<file path="src/rtl/play_arbiter.sv">
// play_arbiter
//   Chooses which of three note/LED sources (free, auto, learn) drives the
//   buzzer and LED outputs. Every change of owner goes through a silent gap
//   of MUTE_CYCLES clocks. The outputs are forced to zero during that gap so
//   that no source that is not granted ever reaches them.
//
//   Optional feature: define NOTE_WATCHDOG_EN to build a stuck-note watchdog.
//   When the same nonzero note has been forwarded for WDOG_CYCLES consecutive
//   cycles, the output is silenced until the source note changes.
//
// Ports
//   clk                        system clock, rising edge
//   reset                      asynchronous, active-low reset
//   mode[2:0]                  one-hot owner request (100 free, 010 auto, 001 learn)
//   free/auto/learn_note[3:0]  source notes (0 = rest, 1-7 = notes, 8-15 sent as 0)
//   free/auto/learn_led[6:0]   source LED patterns
//   note_out[3:0]              registered note to the buzzer driver
//   led_out[6:0]               registered LED pattern
//   grant[2:0]                 one-hot current owner, 000 when there is no owner
//   busy                       high during the mute gap
//   auto_start / learn_start   one-cycle restart pulse on the first ACTIVE cycle
//   o_dbg_state[1:0]           current FSM state (0 IDLE, 1 MUTE, 2 ACTIVE)
//
// Handshake: no valid/ready pair exists here. mode is a level request, sampled
// on every clock edge. The request is granted only after it has stayed stable
// through a full gap.
module play_arbiter #(
  parameter int MUTE_CYCLES = 1000,
  parameter int WDOG_CYCLES = 50000000
) (
  input  logic       clk,
  input  logic       reset,
  input  logic [2:0] mode,
  input  logic [3:0] free_note,
  input  logic [3:0] auto_note,
  input  logic [3:0] learn_note,
  input  logic [6:0] free_led,
  input  logic [6:0] auto_led,
  input  logic [6:0] learn_led,
  output logic [3:0] note_out,
  output logic [6:0] led_out,
  output logic [2:0] grant,
  output logic       busy,
  output logic       auto_start,
  output logic       learn_start,
  output logic [1:0] o_dbg_state
);

  localparam int CW = $clog2(MUTE_CYCLES + 1);
  localparam logic [CW-1:0] MUTE_LOAD = CW'(MUTE_CYCLES - 1);

  typedef enum logic [1:0] {S_IDLE = 2'd0, S_MUTE = 2'd1, S_ACTIVE = 2'd2} state_t;

  state_t        r_state, w_state_nx;
  logic [CW-1:0] r_cnt, w_cnt_nx;
  logic [2:0]    r_req, w_req_nx;
  logic [2:0]    r_grant, w_grant_nx;
  logic [3:0]    r_note, w_note_nx;
  logic [6:0]    r_led, w_led_nx;
  logic          r_busy, w_busy_nx;
  logic          r_auto, w_auto_nx;
  logic          r_learn, w_learn_nx;

  logic          w_mode_valid;
  logic [3:0]    w_src_note;
  logic [6:0]    w_src_led;
  logic [3:0]    w_src_fwd;

  assign w_mode_valid = (mode == 3'b100) || (mode == 3'b010) || (mode == 3'b001);

  // Only the registered grant selects a source. While the FSM is not in
  // ACTIVE, r_grant is 000, so the selected value is zero.
  always_comb begin
    w_src_note = '0;
    w_src_led  = '0;
    case (r_grant)
      3'b100:  begin w_src_note = free_note;  w_src_led = free_led;  end
      3'b010:  begin w_src_note = auto_note;  w_src_led = auto_led;  end
      3'b001:  begin w_src_note = learn_note; w_src_led = learn_led; end
      default: begin w_src_note = '0;         w_src_led = '0;        end
    endcase
  end

  // Values 8-15 are not playable notes and are sent as a rest.
  assign w_src_fwd = w_src_note[3] ? 4'd0 : w_src_note;

`ifdef NOTE_WATCHDOG_EN
  localparam int WW = $clog2(WDOG_CYCLES + 1);
  logic [WW-1:0] r_wd_cnt, w_wd_cnt_nx;   // cycles the current nonzero note has been played
  logic [3:0]    r_wd_prev, w_wd_prev_nx; // forwarded note seen on the previous ACTIVE cycle
`else
  logic w_unused_wdog;
  assign w_unused_wdog = (WDOG_CYCLES == 0);
`endif

  always_comb begin
    w_state_nx = r_state;
    w_req_nx   = r_req;
    w_cnt_nx   = r_cnt;
    w_grant_nx = '0;
    w_note_nx  = '0;
    w_led_nx   = '0;
    w_busy_nx  = 1'b0;
    w_auto_nx  = 1'b0;
    w_learn_nx = 1'b0;
`ifdef NOTE_WATCHDOG_EN
    w_wd_cnt_nx  = '0;
    w_wd_prev_nx = '0;
`endif
    case (r_state)
      S_IDLE: begin
        if (w_mode_valid) begin
          w_state_nx = S_MUTE;
          w_req_nx   = mode;
          w_cnt_nx   = MUTE_LOAD;
          w_busy_nx  = 1'b1;
        end
      end
      S_MUTE: begin
        if (!w_mode_valid) begin
          w_state_nx = S_IDLE;
          w_cnt_nx   = '0;
        end else if (mode != r_req) begin
          // A new request restarts the gap from the beginning.
          w_req_nx  = mode;
          w_cnt_nx  = MUTE_LOAD;
          w_busy_nx = 1'b1;
        end else if (r_cnt == '0) begin
          w_state_nx = S_ACTIVE;
          w_grant_nx = r_req;
          w_auto_nx  = (r_req == 3'b010);
          w_learn_nx = (r_req == 3'b001);
        end else begin
          w_cnt_nx  = r_cnt - CW'(1);
          w_busy_nx = 1'b1;
        end
      end
      S_ACTIVE: begin
        if (!w_mode_valid) begin
          w_state_nx = S_IDLE;
        end else if (mode != r_grant) begin
          w_state_nx = S_MUTE;
          w_req_nx   = mode;
          w_cnt_nx   = MUTE_LOAD;
          w_busy_nx  = 1'b1;
        end else begin
          w_grant_nx = r_grant;
          w_led_nx   = w_src_led;
`ifdef NOTE_WATCHDOG_EN
          w_wd_prev_nx = w_src_fwd;
          if ((w_src_fwd == 4'd0) || (w_src_fwd != r_wd_prev)) begin
            w_wd_cnt_nx = (w_src_fwd != 4'd0) ? WW'(1) : '0;
            w_note_nx   = w_src_fwd;
          end else if (r_wd_cnt >= WW'(WDOG_CYCLES)) begin
            // Stuck note: hold silence and keep the count saturated.
            w_wd_cnt_nx = r_wd_cnt;
            w_note_nx   = 4'd0;
          end else begin
            w_wd_cnt_nx = r_wd_cnt + WW'(1);
            w_note_nx   = w_src_fwd;
          end
`else
          w_note_nx = w_src_fwd;
`endif
        end
      end
      default: begin
        w_state_nx = S_IDLE;
        w_cnt_nx   = '0;
      end
    endcase
  end

  always_ff @(posedge clk or negedge reset) begin
    if (!reset) begin
      r_state <= S_IDLE;
      r_cnt   <= '0;
      r_req   <= '0;
      r_grant <= '0;
      r_note  <= '0;
      r_led   <= '0;
      r_busy  <= 1'b0;
      r_auto  <= 1'b0;
      r_learn <= 1'b0;
    end else begin
      r_state <= w_state_nx;
      r_cnt   <= w_cnt_nx;
      r_req   <= w_req_nx;
      r_grant <= w_grant_nx;
      r_note  <= w_note_nx;
      r_led   <= w_led_nx;
      r_busy  <= w_busy_nx;
      r_auto  <= w_auto_nx;
      r_learn <= w_learn_nx;
    end
  end

`ifdef NOTE_WATCHDOG_EN
  always_ff @(posedge clk or negedge reset) begin
    if (!reset) begin
      r_wd_cnt  <= '0;
      r_wd_prev <= '0;
    end else begin
      r_wd_cnt  <= w_wd_cnt_nx;
      r_wd_prev <= w_wd_prev_nx;
    end
  end
`endif

  assign note_out    = r_note;
  assign led_out     = r_led;
  assign grant       = r_grant;
  assign busy        = r_busy;
  assign auto_start  = r_auto;
  assign learn_start = r_learn;
  assign o_dbg_state = r_state;

endmodule

</file>
<file path="config.mk">
export PLATFORM = sky130hd
export DESIGN_NAME = play_arbiter
export DESIGN_NICKNAME = d
export VERILOG_FILES = /design/src/rtl/play_arbiter.sv
export SDC_FILE = /design/constraint.sdc
export NUM_CORES = 1
export LEC_CHECK = 0
export BUFFER_PORTS_ARGS = -buffer_cell sky130_fd_sc_hd__buf_2
export CORE_UTILIZATION = 28
export CTS_CLUSTER_DIAMETER = 30
export DETAILED_ROUTE_END_ITERATION = 10
export PLACE_DENSITY = 0.57
export SLEW_MARGIN = 5
export SYNTH_ARGS = -nofsm -noshare
export SYNTH_HDL_FRONTEND = slang
export SYNTH_SLANG_ARGS = --single-unit
</file>
<file path="constraint.sdc">
create_clock -name clk -period 3.9 [get_ports clk]
set_clock_uncertainty 0.1 [all_clocks]
set_input_delay 0.78 -clock clk [delete_from_list [all_inputs] [get_ports clk]]
set_output_delay 0.78 -clock clk [all_outputs]
set_load 0.05 [all_outputs]
</file>
### Word-level counts from Yosys, hierarchy flattened

Index checks and enable logic that the tools add are counted.

* equal/unequal tests: 21
* reductions and logical operators: 8
* muxes and demuxes: 50
* $add $sub $neg: 1

Operators by type and width (count)
* $mux W10: 6
* $mux W3: 14
* $pmux W10 S3: 1
* $mux W7: 3
* $pmux W7 S3: 1
* $mux W1: 14
* $mux W2: 6
* $pmux W4 S3: 1
* $logic_not A10 Y1: 1
* $ne A2 B2 Y1 const B: 5
* $sub A10 B1 Y10 const B: 1
* $eq A3 B1 Y1 const B: 3
* $eq A3 B2 Y1 const B: 3
* $ne A3 B3 Y1 const B: 3
* $pmux W3 S3: 1
* $reduce_and A4 Y1: 2
* $eq A3 B3 Y1 const B: 2
* $ne A3 B3 Y1: 2
* $pmux W2 S3: 1
* $pmux W3 S2: 1
* $reduce_and A6 Y1: 1
* $ne A4 B4 Y1 const B: 1
* $pmux W1 S3: 1
* $reduce_bool A3 Y1: 1
* other kinds (4): 5

* input bits: 38
* output and inout bits: 19
* bits in registers: 32
* word-level logic and storage cells: 89

### Depth between registers and ports, before layout

Gate-level depths: netlist of the first run.

* depth after elaboration: 6
* gate-level depth with buffers: 8
* depth with buffers taken out: 7

### Least setup slack after synthesis of the first run

No wires, ideal clock.

* path kind: reg-to-reg
* start point: register r_state[0] (netlist: o_dbg_state[0])
* end point: register r_cnt[0]
* stages on the path, launching flop included: 9
* setup time: 125 ps
* clock period less this slack: 2668 ps
* path slack: 1232 ps
* buffers on the path: 2
* arrival: 2443 ps
* required time: 3675 ps
* path through: dfrtp_1 > inv_1 > ha_1 > or2_2 > clkbuf_1 > a21boi_1 > and2_1 > buf_6 > mux2_4

* cells in the longest elaborated chain, start to end: 3
* elaborated cells on any way between the ends: 9
* those cells by class: eq/ne (6); mux (1); reduce/logical (2)

Ends and longest elaborated chain
* from (decl): RTL line 54 `state_t r_state, w_state_nx;`
* from (signal assigned): RTL line 186 `r_state <= w_state_nx;`
* $eq A2 B1 Y1, or another cell as far along: RTL line 110 `case (r_state)`
* $ne A4 B4 Y1 (no source line) or $ne A2 B2 Y1 (tied branches)
* $reduce_and A4 Y1 (no source line)
* to (signal assigned): RTL line 187 `r_cnt <= w_cnt_nx;`
* to (decl): RTL line 55 `logic [CW-1:0] r_cnt, w_cnt_nx;`

Several ways; a longest one is shown, not always the timed one.
A chain may end at the register's enable or synchronous reset.

### Worst setup path after layout of the first run

* start point: register r_cnt[0]
* end point: register r_cnt[1]

* cells in the longest elaborated chain, start to end: 5
* elaborated cells on any way between the ends: 8
* those cells by class: add/sub (1); eq/ne (1); mux (4); reduce/logical (2)

Ends and longest elaborated chain
* $sub A10 B1 Y10: RTL line 134 `w_cnt_nx = r_cnt - CW'(1);`
* $mux W10: RTL line 128 `end else if (r_cnt == '0) begin`
* $mux W10: RTL line 123 `end else if (mode != r_req) begin`
* $mux W10: RTL line 120 `if (!w_mode_valid) begin`
* $pmux W10 S3: RTL line 110

Several ways; a longest one is shown, not always the timed one. The select of a mux whose other input is x is not followed.

==> summary.txt, run 1 <==
Placed design
  – GP Congestion: between 0.8 and 0.9
  – Placed cell count: between 300 and 400
  – Hpwl dp: roughly 3.5 mm
  – Buffers on Ports: 55

CTS
  – Reg clk slew, reported paths: about 0.07 ns
  – Setup Fix Bufs, Post-CTS: 0
  – TritonCTS clock tree: done
  – CTS H-tree depth: 2
  – Clock Path Buffers: 2
  – TritonCTS buffer count: 5
  – Post-CTS Resized: 0
  – Skew-Pair Late Insertion Delay: roughly 0.29 ns
  – Root Buffer: clkbuf_8
  – Hold buffer count at cts: 0
  – Clock Sink Count: 31

Power
  – Tot Pwr: around 1.1 mW
  – PD cells: around 500 nW/um^2
  – Power share of the combinational group: 37.4%
  – Clock Power Share: a little under a quarter
  – VDD IR-drop max: approximately 130 uV
  – P_leak: 1.07 nW
  – Sw frac: a little under two fifths
  – P_sw: ~0.42 mW
  – Internal power: 0.704 mW
  – Flop pwr share: 39.8%

Hold path
  – Hold Crit Class: input port to asynchronous set/reset pin

Setup path
  – Reg2reg path depth: 7
  – Critical Path Fanout Max: 10
  – Startpoint Class: flip-flop
  – WS Path Type: flip-flop to flip-flop
  – Cells along the critical path: inv_1 -> ha_1 -> or3b_2 -> nor4_4 -> nand4_4 -> and2_1 -> mux2_4
  – Worst EP required: just under 4 ns
  – CP endpoint kind: flip-flop
  – Crit-path slowest cell: or3b_2
  – Slowest cell delay on critical path: around 0.46 ns
  – Worst EP arrival: approximately 2.6 ns

Detailed routing
  – DR WL/cell: approximately 14 um
  – # DRC: 0
  – 1st-iter DRT viols: approximately 130
  – Pre-antenna DRT Iters: 6
  – DR vias: around 1700
  – Final WL: 4.55 mm
  – Vias per Instance: between 5 and 6
  – Post-DRT Antenna Nets: 0

Finish
  – Final #Nets: between 200 and 300
  – Share of layout cells above drive strength 1: approximately a third
  – N_diodes: 0
  – Area Growth Syn to Fin: 21.3%
  – Post-route insts no fill: 327

Timing
  – Final setup TNS: 0 ns
  – Final hold violations: 0
  – Fin crit period: roughly 2.6 ns
  – Fin crit share: about two thirds
  – Slew Limit Fails: 0
  – Worst Tran Pin Value: 0.676 ns
  – Fmax: around 390 MHz
  – Final setup viols: 0
  – Relative slew slack: 54.8%
  – RSZ-0062 raised after global routing: no

Job
  – Maxcap violations: 0

Synthesis
  – Most used flip-flop cell after synthesis: dfrtp_1
  – Most area-hungry cell type in the Yosys netlist: dfrtp_1
  – Synth top area cells: dfrtp_1 41%, a22oi_1 4.3%, a21oi_1 4.2%
  – Simple-gate area share of the yosys netlist: about 21%
  – Post-synth EDFFs: 0
  – Synth Area in Adders: between 3 and 4%
  – Mapped cell area: 1910 sq um
  – Top post-synthesis cells by count: 31 x dfrtp_1, 21 x nor2_1, 16 x a21oi_1
  – Sequential area share after synthesis: between 40 and 50%
  – Largest family of logic cells by synthesized area: compound AO/OA/AOI/OAI gates
  – Netlist cell types: 52
  – Mux cell area share after synthesis: ~5.6%
  – Syn Nets: 244
  – Mapped Cells: 200
  – Most frequent cell after synthesis: dfrtp_1
  – Synth Register Bits: 31
  – Warnings, synthesis: 0
  – Synth Area in XOR/XNOR: under 10%
  – Compound-Gate Fraction of Synth Area: between 20% and 30%
  – Synth top area share: between 40 and 50%
  – Async S/R FF share, synth: 100%
  – Avg Cell Area, Syn: roughly 9.5 sq um

Floorplan
  – # rows: 29
  – Core area: approximately 6500 sq um
  – Initial Util: 29.6%
  – Die area: 7150 sq um
  – Die W: between 80 and 90 um
  – I/O pin count: 57
  – Die Ht: 84.6 um

Global route
  – Initial antenna violation count: 0
  – Total Routing Usage GR: about 14%
  – Number of global-route vias before repair: around 1600
  – First-pass GRT wire length: around 7.8 mm
  – GRT overflow: 0
  – Largest net degree at the start of global routing: 32

Status
  – Outcome: complete, no violations
[placed cells by master (no fill, tap or decap), types with 7 or more instances in the layout]
master and n:
a31oi_1 8, o21ai_0 7, a21oi_1 16, buf_2 55, nor2_1 21, dfrtp_1 31, a22oi_1 11
[worst paths after layout]
| kind | startpoint | end | slack (ns) |
|---|---|---|---|
| min in group clk | r_cnt[4]$_DFFE_PN0P_ | r_cnt[4]$_DFFE_PN0P_ | 0.45 |
| worst max-delay path | r_cnt[0]$_DFFE_PN0P_ | r_cnt[1]$_DFFE_PN0P_ | 1.34 |
| worst min-delay path | reset | r_cnt[4]$_DFFE_PN0P_ | 0.43 |
| max in group asynchronous | reset | r_cnt[6]$_DFFE_PN0P_ | 2.84 |
| worst max register to register | r_cnt[0]$_DFFE_PN0P_ | r_cnt[1]$_DFFE_PN0P_ | 1.34 |
| worst min register to register | r_cnt[4]$_DFFE_PN0P_ | r_cnt[4]$_DFFE_PN0P_ | 0.45 |
[power groups by stage]
| stage | clock network [mW] | registers (mW) | logic (mW) |
|---|---|---|---|
| after floorplan | 0 | 0.464 | 0.307 |
| after global placement | 0 | 0.455 | 0.417 |
| after detailed placement | 0 | 0.453 | 0.422 |
| after CTS | 0.265 | 0.448 | 0.422 |
| after global routing | 0.281 | 0.457 | 0.465 |
| final | 0.257 | 0.449 | 0.421 |
[cell type report]
cell class	instances	area [sq um]
tap	77	96.3
clock inverter	1	5.00
timing repair buffer	57	290
clock buffer	6	82.6
fill	674	4140
sequential	31	776
multi-input combinational	149	1040
inverter	6	22.5
[routing by layer]
layer  GRT usage [%]  share of wire, %  up-vias
met2            22.4                44       77
met4            7.24               2.7        0
met5               0                 0        -
li1                -                 -      830
met1            17.2                45      752
met3            4.72               8.2       11
[cells by family (layout without fill, tap and decap cells)]
kind of cell	Yosys count	after routing
compound gates	60	60
xor+xnor	7	7
fa+ha+maj	6	6
buf+inv	20	70
flops	31	31
mux	9	9
other cells	1	1
simple gates	66	66
[through the flow]
stage | worst slack [ns] | utilization (%) | area (sq um) | hold slack [ns]
2_1_floorplan | 1.23 | - | 1910 | 0.384
3_3_place_gp | 1.23 | 34.5 | 2230 | 0.429
3_5_place_dp | 1.21 | 34.5 | 2230 | 0.430
4_1_cts | 1.35 | 35.9 | 2320 | 0.455
5_1_grt | 1.22 | 35.9 | 2320 | 0.485
6_report | 1.34 | 35.9 | 2320 | 0.427
[sequential cells by signal, summed over array words and instances (netlist names)]
signal / cells
led_out: 7
learn_start: 1
busy: 1
r_cnt: 10
grant: 3
r_req: 3
note_out: 3
o_dbg_state: 2
auto_start: 1
[worst max-delay path: cells and delay by family (launching register included)]
kind	cells	cell delay, ns
buffers and inverters	1	0.09
flip-flops	1	0.42
AND/OR/NAND/NOR	4	1.35
multiplexers	1	0.34
adder cells (fa/ha/maj)	1	0.14
Power figures use the tool's default switching activity.
==> run 2, diff against run 1 <==
==> constraint.sdc (replaced) <==
create_clock -name clk -period 2.4 [get_ports clk]
set_clock_uncertainty 0.1 [all_clocks]
set_input_delay 0.48 -clock clk [delete_from_list [all_inputs] [get_ports clk]]
set_output_delay 0.48 -clock clk [all_outputs]
set_load 0.05 [all_outputs]
==> summary.txt, run 2 (synthesized netlist as in run 1, its figures left out) <==
Placed design
  – Buffers on Ports: 55
  – GP Congestion: between 0.7 and 0.8
  – Hpwl dp: 3.49 mm

Hold path
  – Hold Crit Class: input port to asynchronous set/reset pin

Finish
  – Max reg flops: 10
  – Area Growth Syn to Fin: 25.6%
  – N_diodes: 0
  – Final core occ: a little under two fifths
  – Top reg by flops: r_cnt
  – Most common cell after layout, fill and taps aside: buf_2
  – Commonest cells after routing, fill and taps aside: 55 x buf_2, 29 x dfrtp_1, 21 x nor2_1, 16 x a21oi_1, 12 x buf_4
  – Share of layout cells above drive strength 1: a little under two fifths
  – Final #Nets: 304

Floorplan
  – Die W: 84.6 um
  – Core area: between 6000 and 7000 sq um
  – # rows: 29
  – Initial Util: about 30%
  – I/O pin count: 57
  – Die area: about 7200 sq um
  – Die Ht: between 80 and 90 um

Setup path
  – Startpoint Class: flip-flop
  – R2r setup slk: between 0.07 and 0.08 ns
  – Crit path from: r_cnt[1]$_DFFE_PN0P_
  – Cell family with most CP delay: simple AND/OR/NAND/NOR gates
  – Crit-path slowest cell: or3b_2
  – Buf+Inv Stages, Crit Path: 1
  – CP endpoint kind: flip-flop
  – Worst EP arrival: between 2 and 2.5 ns
  – Worst EP required: approximately 2.5 ns
  – Stages on worst setup path: 7
  – Cells along the critical path: inv_1 -> ha_1 -> or3b_2 -> nor4_4 -> nand4_4 -> and2_1 -> mux2_4
  – WS Path Type: flip-flop to flip-flop
  – Reg2reg path depth: 7
  – Reg2Reg Launch Point: r_cnt[1]$_DFFE_PN0P_
  – Critical Path Sink: r_cnt[1]$_DFFE_PN0P_
  – Crit Reg-Reg Endpoint: r_cnt[1]$_DFFE_PN0P_
  – Critical Path Fanout Max: 8
  – Slowest cell delay on critical path: 0.47 ns

Global route
  – Number of global-route vias before repair: around 1600
  – Initial antenna violation count: 0
  – GRT overflow: 0
  – Largest net degree at the start of global routing: 32
  – First-pass GRT wire length: about 7.7 mm
  – Total Routing Usage GR: a little over an eighth

Power
  – PD cells: 787 nW/um^2
  – VDD IR-drop max: 224 uV
  – P_leak: around 1.1 nW

Timing
  – RSZ-0062 raised after global routing: no
  – Hold WS: ~0.12 ns
  – Fmax: 431 MHz
  – Fin crit share: between 90% and 100%
  – Relative slew slack: 54.7%
  – Slew Limit Fails: 0
  – Final setup viols: 0
  – Final setup TNS: 0 ns
  – Final hold violations: 0
  – Fin crit period: between 2 and 2.5 ns
  – Worst Tran Pin Value: roughly 0.68 ns

Detailed routing
  – 1st-iter DRT viols: ~100
  – Vias per Instance: 5.03
  – # DRC: 0
  – Pre-antenna DRT Iters: 6
  – DR vias: 1700
  – Post-DRT Antenna Nets: 0
  – Final WL: 4.54 mm
  – DR WL/cell: 13.4 um

CTS
  – Reg clk slew, reported paths: around 0.070 ns
  – CTS H-tree depth: 2
  – Clock Sink Count: 31
  – TritonCTS clock tree: done
  – Setup Fix Bufs, Post-CTS: 0
  – Root Buffer: clkbuf_8
  – TritonCTS buffer count: 5
  – Post-CTS Resized: 0
  – Clock Path Buffers: 2
  – Skew-Pair Late Insertion Delay: approximately 0.29 ns
  – Hold buffer count at cts: 0

Status
  – Outcome: complete, no violations

Job
  – Maxcap violations: 0
## run 2: stage by stage
| stage | worst slack, ns | cells | total power [mW] | cell area (sq um) |
|---|---|---|---|---|
| finish | 0.0794 | 338 | 1.89 | 2400 |
| CTS | 0.107 | 338 | 1.89 | 2400 |
| floorplan | 0.0223 | 200 | 1.26 | 1920 |
| global placement | 0.156 | 330 | 1.47 | 2310 |
| detailed placement | 0.127 | 330 | 1.47 | 2310 |
| global route | 0.0159 | 338 | 2.01 | 2400 |
## run 2: routing by layer
layer / track usage (%) / vias up / share of wire [%]
li1: - / 847 / -
met1: 17.2 / 777 / 47
met2: 20.9 / 69 / 44
met3: 4.42 / 7 / 7.5
met4: 6.47 / 0 / 1.8
met5: 0 / - / 0
## run 2: final cells by class
cell class	instances	area, sq um
Inverter	6	22.5
Fill cell	654	4060
Clock inverter	3	20.0
Tap cell	77	96.3
Sequential cell	31	778
Clock buffer	5	68.8
Multi-Input combinational cell	149	1050
Timing Repair Buffer	67	365
## run 2: worst min-delay path by stage
stage	end	slack [ns]	depth (start not counted)	from
after CTS	auto_start$_DFF_PN0_	0.16	1	reset
after floorplan	auto_start$_DFF_PN0_	0.08	0	reset
after detailed placement	r_cnt[4]$_DFFE_PN0P_	0.43	1	r_cnt[4]$_DFFE_PN0P_
final	learn_start$_DFF_PN0_	0.12	1	reset
after global routing	o_dbg_state[1]$_DFFE_PN0P_	0.20	1	reset
after global placement	r_cnt[4]$_DFFE_PN0P_	0.43	1	r_cnt[4]$_DFFE_PN0P_
## run 2: report_power, final
| group | internal (mW) | total, mW | switching [mW] |
|---|---|---|---|
| logic | 0.342 | 0.752 | 0.410 |
| clock network | 0.202 | 0.415 | 0.213 |
| registers | 0.624 | 0.721 | 0.0969 |
